## config.mk

```make
export PLATFORM = sky130hd
export DESIGN_NAME = alu_fitness_collector
export DESIGN_NICKNAME = d
export VERILOG_FILES = /design/src/rtl/alu_fitness_collector.sv
export SDC_FILE = /design/constraint.sdc
export NUM_CORES = 1
export LEC_CHECK = 0
export ABC_CLOCK_PERIOD_IN_PS = 8900
export CAP_MARGIN = 30
export CORE_ASPECT_RATIO = 1.75
export CORE_MARGIN = 8
export CORE_UTILIZATION = 55
export DETAILED_ROUTE_END_ITERATION = 10
export HOLD_SLACK_MARGIN = 0.05
export PLACE_DENSITY = 0.82
export SYNTH_ARGS = -nofsm -noshare
export SYNTH_HDL_FRONTEND = slang
export SYNTH_SLANG_ARGS = --single-unit
```

## constraint.sdc

```tcl
create_clock -name clk -period 8.9 [get_ports clk]
set_input_delay 1.335 -clock clk [delete_from_list [all_inputs] [get_ports clk]]
set_output_delay 1.335 -clock clk [all_outputs]
set_load 0.01 [all_outputs]
```

## src/rtl/alu_fitness_collector.sv

```systemverilog
// Functional-coverage fitness scorer for one GA chromosome: bins monitored ALU
// transactions into a 256-bit hit map and reports the distinct-bin count.
module alu_fitness_collector #(
    parameter int DATA_WIDTH     = 8,
    parameter int TRANS_COUNT    = 100,
    parameter int TIMEOUT_CYCLES = 1000
) (
    input  logic                  clk,
    input  logic                  rst,
    input  logic                  start,
    input  logic                  mon_vld,
    input  logic [3:0]            mon_op,
    input  logic [1:0]            mon_movi,
    input  logic [DATA_WIDTH-1:0] mon_a,
    input  logic                  fitness_rdy,
    output logic [8:0]            fitness,
    output logic                  fitness_vld,
    output logic                  timeout,
    output logic [15:0]           trans_seen,
    output logic                  busy
);

    typedef enum logic [1:0] {
        S_IDLE,
        S_COLLECT,
        S_REPORT
    } state_t;

    state_t        state;
    state_t        state_next;
    logic [255:0]  bitmap;
    logic [15:0]   idle_cnt;
    logic [7:0]    bin;
    logic          hit_new;
    logic          last_trans;
    logic          idle_expire;
    logic          unused_a_bits;

    // Operand A contributes only its range (top two bits) to the bin.
    assign bin           = {mon_op, mon_movi, mon_a[DATA_WIDTH-1 -: 2]};
    assign unused_a_bits = ^mon_a[DATA_WIDTH-3:0];

    assign hit_new     = ~bitmap[bin];
    assign last_trans  = (trans_seen + 16'd1) == 16'(TRANS_COUNT);
    assign idle_expire = (idle_cnt + 16'd1) == 16'(TIMEOUT_CYCLES);

    assign fitness_vld = (state == S_REPORT);
    assign busy        = (state != S_IDLE);

    always_ff @(posedge clk) begin
        // NOTE: sequential state uses non-blocking (<=) so every register samples pre-edge values.
        if (rst) state <= S_IDLE;
        else     state <= state_next;
    end

    always_comb begin
        // NOTE: default assigned first so no path leaves state_next unassigned (no latch).
        state_next = state;
        case (state)
            S_IDLE:    if (start) state_next = S_COLLECT;
            S_COLLECT: begin
                if (mon_vld) begin
                    if (last_trans) state_next = S_REPORT;
                end else if (idle_expire) begin
                    state_next = S_REPORT;
                end
            end
            S_REPORT:  if (fitness_rdy) state_next = S_IDLE;
            default:   state_next = S_IDLE;
        endcase
    end

    always_ff @(posedge clk) begin
        if (rst) begin
            // NOTE: the hit map is reset too, since its cleared state is architecturally visible.
            bitmap     <= '0;
            fitness    <= '0;
            trans_seen <= '0;
            idle_cnt   <= '0;
            timeout    <= 1'b0;
        end else begin
            case (state)
                S_IDLE: begin
                    if (start) begin
                        bitmap     <= '0;
                        fitness    <= '0;
                        trans_seen <= '0;
                        idle_cnt   <= '0;
                        timeout    <= 1'b0;
                    end
                end
                S_COLLECT: begin
                    if (mon_vld) begin
                        trans_seen <= trans_seen + 16'd1;
                        idle_cnt   <= '0;
                        if (hit_new) begin
                            bitmap[bin] <= 1'b1;
                            fitness     <= fitness + 9'd1;
                        end
                    end else begin
                        idle_cnt <= idle_cnt + 16'd1;
                        if (idle_expire) timeout <= 1'b1;
                    end
                end
                default: ;  // REPORT and unused encodings hold the result
            endcase
        end
    end

endmodule

```

## Word level (Yosys, flattened, before mapping)

Cells that the tools add are included.

| storage, ports and cells | value |
|---|---|
| flip-flop bits (word level) | 300 |
| output and inout bits | 28 |
| input port bits | 19 |

| operators by class | value |
|---|---|
| $add $sub $neg | 3 |
| equality and inequality tests | 12 |
| bitwise operators | 1 |
| magnitude comparators | 2 |
| mux-type cells | 27 |
| reductions and logical operators | 9 |

Operators with widths:

| kind | count |
|---|---|
| $mux W256 | 3 |
| $pmux W256 S2 | 1 |
| $or A256 B256 Y256 | 1 |
| $pmux W16 S2 | 2 |
| $mux W16 | 3 |
| $add A16 B1 Y16 const B | 2 |
| $mux W9 | 3 |
| $pmux W9 S2 | 1 |
| $eq A16 B10 Y1 const B | 1 |
| $eq A16 B7 Y1 const B | 1 |
| $ne A2 B2 Y1 const B | 6 |
| $reduce_and A4 Y1 | 3 |
| $mux W2 | 5 |
| $add A9 B1 Y9 const B | 1 |
| $lt A8 B9 Y1 const B | 1 |
| $bmux W1 S8 | 1 |
| $demux W1 S8 | 1 |
| $ge A8 B1 Y1 const B | 1 |
| $ne A3 B3 Y1 const B | 2 |
| $pmux W2 S3 | 1 |
| $mux W1 | 5 |
| $reduce_bool A2 Y1 | 2 |
| $reduce_and A3 Y1 | 1 |
| $eq A2 B1 Y1 const B | 1 |
| 5 further kinds | 5 |

## Longest topological paths before layout

| depth | value |
|---|---|
| depth in word-level cells | 8 |
| gate-level depth with buffers | 13 |
| gate-level depth less buffers | 9 |

## Least setup slack after synthesis

OpenSTA, ideal clock, no wires.

| timing path | value |
|---|---|
| path type | input to register |
| start point | input mon_a[6] |
| end point | register fitness[7] |
| path buffers | 3 |
| stages | 11 |
| setup time | 71 ps |
| required time | 8829 ps |
| path slack | 5041 ps |
| data arrival time | 3789 ps |
| cells stage by stage | buf_6 buf_4 mux4_2 mux4_2 nand2_1 o2111ai_1 o211ai_1 a311oi_1 buf_2 or3_1 a21oi_1 |

| between the ends | value |
|---|---|
| word-level cells in the longest chain between the ends | 4 |

Ends and longest elaborated chain:

| what | line | source |
|---|---|---|
| start: declaration | 14 | `input logic [DATA_WIDTH-1:0] mon_a,` |
| $bmux W1 S8 | 43 | `assign hit_new = ~bitmap[bin];` |
| $mux W1 (implied by the code) | 43 |  |
| $ne A2 B2 Y1 (no source line) | - |  |
| $reduce_and A4 Y1 (no source line) | - |  |
| end signal: assignment | 98 | `fitness <= fitness + 9'd1;` |
| end: declaration | 16 | `output logic [8:0] fitness,` |

Every way passes these cells. The select of a mux whose other input is x is not followed.
A chain may end at the register's enable or synchronous reset.

## Worst setup path in the final report

| timing path | value |
|---|---|
| start point | input mon_movi[1] |
| end point | register bitmap[178] |

| between the ends | value |
|---|---|
| word-level cells in the longest chain between the ends | 8 |

Ends and longest elaborated chain:

| what | line | source |
|---|---|---|
| start: declaration | 13 | `input logic [1:0] mon_movi,` |
| $lt A8 B9 Y1 (implied by the code) or $ge A8 B1 Y1 (tied branches) | 97 | `bitmap[bin] <= 1'b1;` |
| $logic_and A1 B1 Y1 (implied by the code) | 97 |  |
| $mux W1 (implied by the code) | 97 |  |
| $demux W1 S8 | 97 |  |
| $or A256 B256 Y256 (no source line) | - |  |
| $mux W256 | 96 | `if (hit_new) begin` |
| $mux W256 | 93 | `if (mon_vld) begin` |
| $pmux W256 S2 | 82 | `case (state)` |
| end signal: assignment | 76 | `bitmap <= '0;` |
| end signal: assignment | 85 | `bitmap <= '0;` |
| end signal: indexed assignment | 97 |  |
| end: declaration | 31 | `logic [255:0] bitmap;` |

Parallel ways exist; a longest one is shown, timed or not. The select of a mux whose other input is x is not followed.

==> impl_metrics.py <==
metrics = {
    "logic_synthesis": {
        "syn_inst": 1425,
        "synth-seq-cells": 300,
        "synth_edf_count": 0,
        "ys_types": 57,
        "syn_avg_cell_area_um2": 8.81,
        "postSynth.asyncResetShare": 0,
        "synth_fp_nets": 1448,
        "synthesis.area_um2": 12600,
        "synth.yosys.seq_area_share": 0.478,
        "synth-main-ff-cell": "dfxtp_1",
        "yosysWarnings": 0,
    },
    "routing": {
        "vias": 10500,
        "routed_wirelength_mm": 32.6,
        "drtAntennaViolNets": 0,
        "drc": 0,
        "first_iter_violations": 710,
        "detail_route.first_pass.iterations": 6,
        "viasPerCell": 6.04,
        "wl_per_cell_um": 18.7,
    },
    "critical_path": {
        "worst-path-buf-inv": 3,
        "cp_max_fo": 17,
        "critPathArrivalTime_ns": 5.86,
        "crit_start": "mon_movi[1]",
        "ff2ff_path_depth": 9,
        "r2r_start": "bitmap[103]",
        "cp.depth": 10,
        "crit_type": "primary input to flop",
        "critPathCapture": "bitmap[178]",
        "worst_path_max_delay_cell": "clkdlybuf4s50_1",
        "crit_chain": "clkdlybuf4s50_1 -> clkinv_1 -> nor2_1 -> a22oi_1 -> a41o_1 -> a211oi_2 -> a311o_2 -> nand4_1 -> buf_4 -> o21ai_0",
        "cp_top_family": "buffers and inverters",
        "rrSetupSlack_ns": 5.22,
        "end_kind": "flop",
        "setup.worst_path.start_class": "primary input",
        "rr_endpoint": "bitmap[178]",
        "cp_data_required_time_ns": 9.36,
        "max_stage_delay_ns": 0.96,
    },
    "timing": {
        "fin_crit_sh": 0.607,
        "setup_viol": 0,
        "fin_setup_tns_ns": 0,
        "maxSlewViolCount": 0,
        "min_period_ns": 5.40,
        "relSlewSlack": 0.281,
        "finalHoldViolations": 0,
        "rsz0062_at_grt": "false",
        "fin_skew_ns": 0.0113,
        "worst_slew_pin_slew_ns": 1.07,
        "max_freq_ghz": 0.185,
    },
    "layout": {
        "num-nets-final": 1441,
        "final_common_cell": "nand2_1",
        "final_cell_mix": "nand2_1 (343), dfxtp_1 (300), o21ai_0 (288)",
        "drive_gt1_frac": 0.0953,
        "areaGrowthSynthToFinish_pct": 12.1,
    },
    "clocking": {
        "root_buffer": "clkbuf_16",
        "cts_tree": "done",
        "clock-sinks": 300,
        "h-tree-depth": 1,
        "numCtsBuffers": 26,
        "postCtsSetupBuffers": 0,
        "cts.path.max_buffers": 3,
        "ctsResizeCount": 0,
        "postCtsHoldBufs": 0,
        "insertion_delay_ns": 0.54,
        "cts.clk_slew.worst_paths_ns": 0.07,
    },
    "grt": {
        "grt_pass1_vias": 10300,
        "track_usage": 0.233,
        "grt_pass1_wl_mm": 52.4,
        "antenna_found_initial": 0,
        "grt_max_degree": 96,
        "grt-ovfl-total": 0,
    },
    "placed_design": {
        "dp.final_hpwl_mm": 21.7,
        "place.port_buffers": 40,
        "gp_congestion": 1.01,
    },
    "floorplanning": {
        "start_util": 0.557,
        "die-area_um2": 28100,
        "die_w_um": 130,
        "pin_count": 47,
        "die_h_um": 216,
        "core_area_um2": 22600,
        "num_rows": 73,
    },
    "hold_path": {
        "min_path_type": "flop to flop",
    },
    "power": {
        "total_power_mw": 2.87,
        "p_leak_nw": 4.85,
        "p_per_area_nw_per_um2": 204,
        "peakVddDrop_mv": 0.147,
    },
    "flow_run": {
        "maxCapViolations": 0,
    },
    "run_status": {
        "status": "finished, final reports clean",
    },
}
## cell type report
class,instances,area (µm²)
Multi-Input combinational cell,1022,6110
Antenna cell,1,2.50
Clock buffer,30,717
Timing Repair Buffer,61,584
Clock inverter,18,256
Sequential cell,300,6010
Inverter,7,26.3
Tap cell,300,375
Fill cell,1791,8480
## registers in the layout, indices dropped and copies added (netlist names)
| name | count |
|---|---|
| bitmap | 256 |
| idle_cnt | 16 |
| trans_seen | 16 |
| fitness | 9 |
| state | 2 |
| timeout | 1 |
## worst min-delay path, cell delays in order, from the launching register on
cell and delay [ns]:
dfxtp_1 0.33, nand2_1 0.04, o21ai_0 0.05
## cells in the mapped netlist (9+ instances only)
cell type	number	area, µm²
nand2_1	343	1290
dfxtp_1	300	6010
o21ai_0	288	1440
clkbuf_1	74	278
nor2_1	69	259
mux4_2	51	1150
mux2i_1	43	430
a21oi_1	36	180
a22oi_1	23	173
nand3_1	22	110
nand4_1	18	113
nor3_1	14	70.1
buf_2	10	50.1
and3_1	9	56.3
## cells by family (layout without fill, tap and decap cells)
logic type,Yosys count,count (layout),share of synthesized area
and+or+nand+nor,531,531,0.181
buffers and inverters,103,116,0.0357
other,0,1,0
xor gates and xnor gates,4,4,0.00279
muxes,100,100,0.131
DFF,300,300,0.478
adders and majority gates,4,4,0.00399
AOI/OAI and AO/OA,383,383,0.167
## metal layers
| metal | vias to the layer above | track usage | routed length, µm |
|---|---|---|---|
| met5 | - | 0 | 0 |
| met4 | 0 | 0.157 | 2100 |
| met3 | 109 | 0.0407 | 2170 |
| met2 | 379 | 0.414 | 16700 |
| met1 | 5014 | 0.242 | 11700 |
| li1 | 5008 | - | - |
## through the flow
step | util | cell area [µm²] | setup slack [ns] | hold slack, ns | instances
2_1_floorplan | - | 12600 | 5.04 | 0.420 | 1425
3_3_place_gp | 0.578 | 13000 | 3.12 | 0.429 | 1686
3_5_place_dp | 0.581 | 13100 | 3.03 | 0.437 | 1690
4_1_cts | 0.624 | 14100 | 3.58 | 0.452 | 1738
5_1_grt | 0.624 | 14100 | 3.27 | 0.471 | 1738
6_report | 0.624 | 14100 | 3.50 | 0.451 | 1739
## report_power, final
group | switching, mW | internal, mW
Sequential | 0.00486 | 1.35
Clock | 0.511 | 0.755
Combinational | 0.186 | 0.0637
## worst min path at each step
stage	startpoint	to	slack, ns	cells past startpoint
detailed placement	bitmap[150]	bitmap[150]	0.44	2
global route	bitmap[150]	bitmap[150]	0.47	2
finish	bitmap[98]	bitmap[98]	0.45	2
floorplan	bitmap[100]	bitmap[100]	0.42	2
CTS	bitmap[150]	bitmap[150]	0.45	2
global placement	bitmap[216]	bitmap[216]	0.43	2
(Power assumes the default switching activity.)
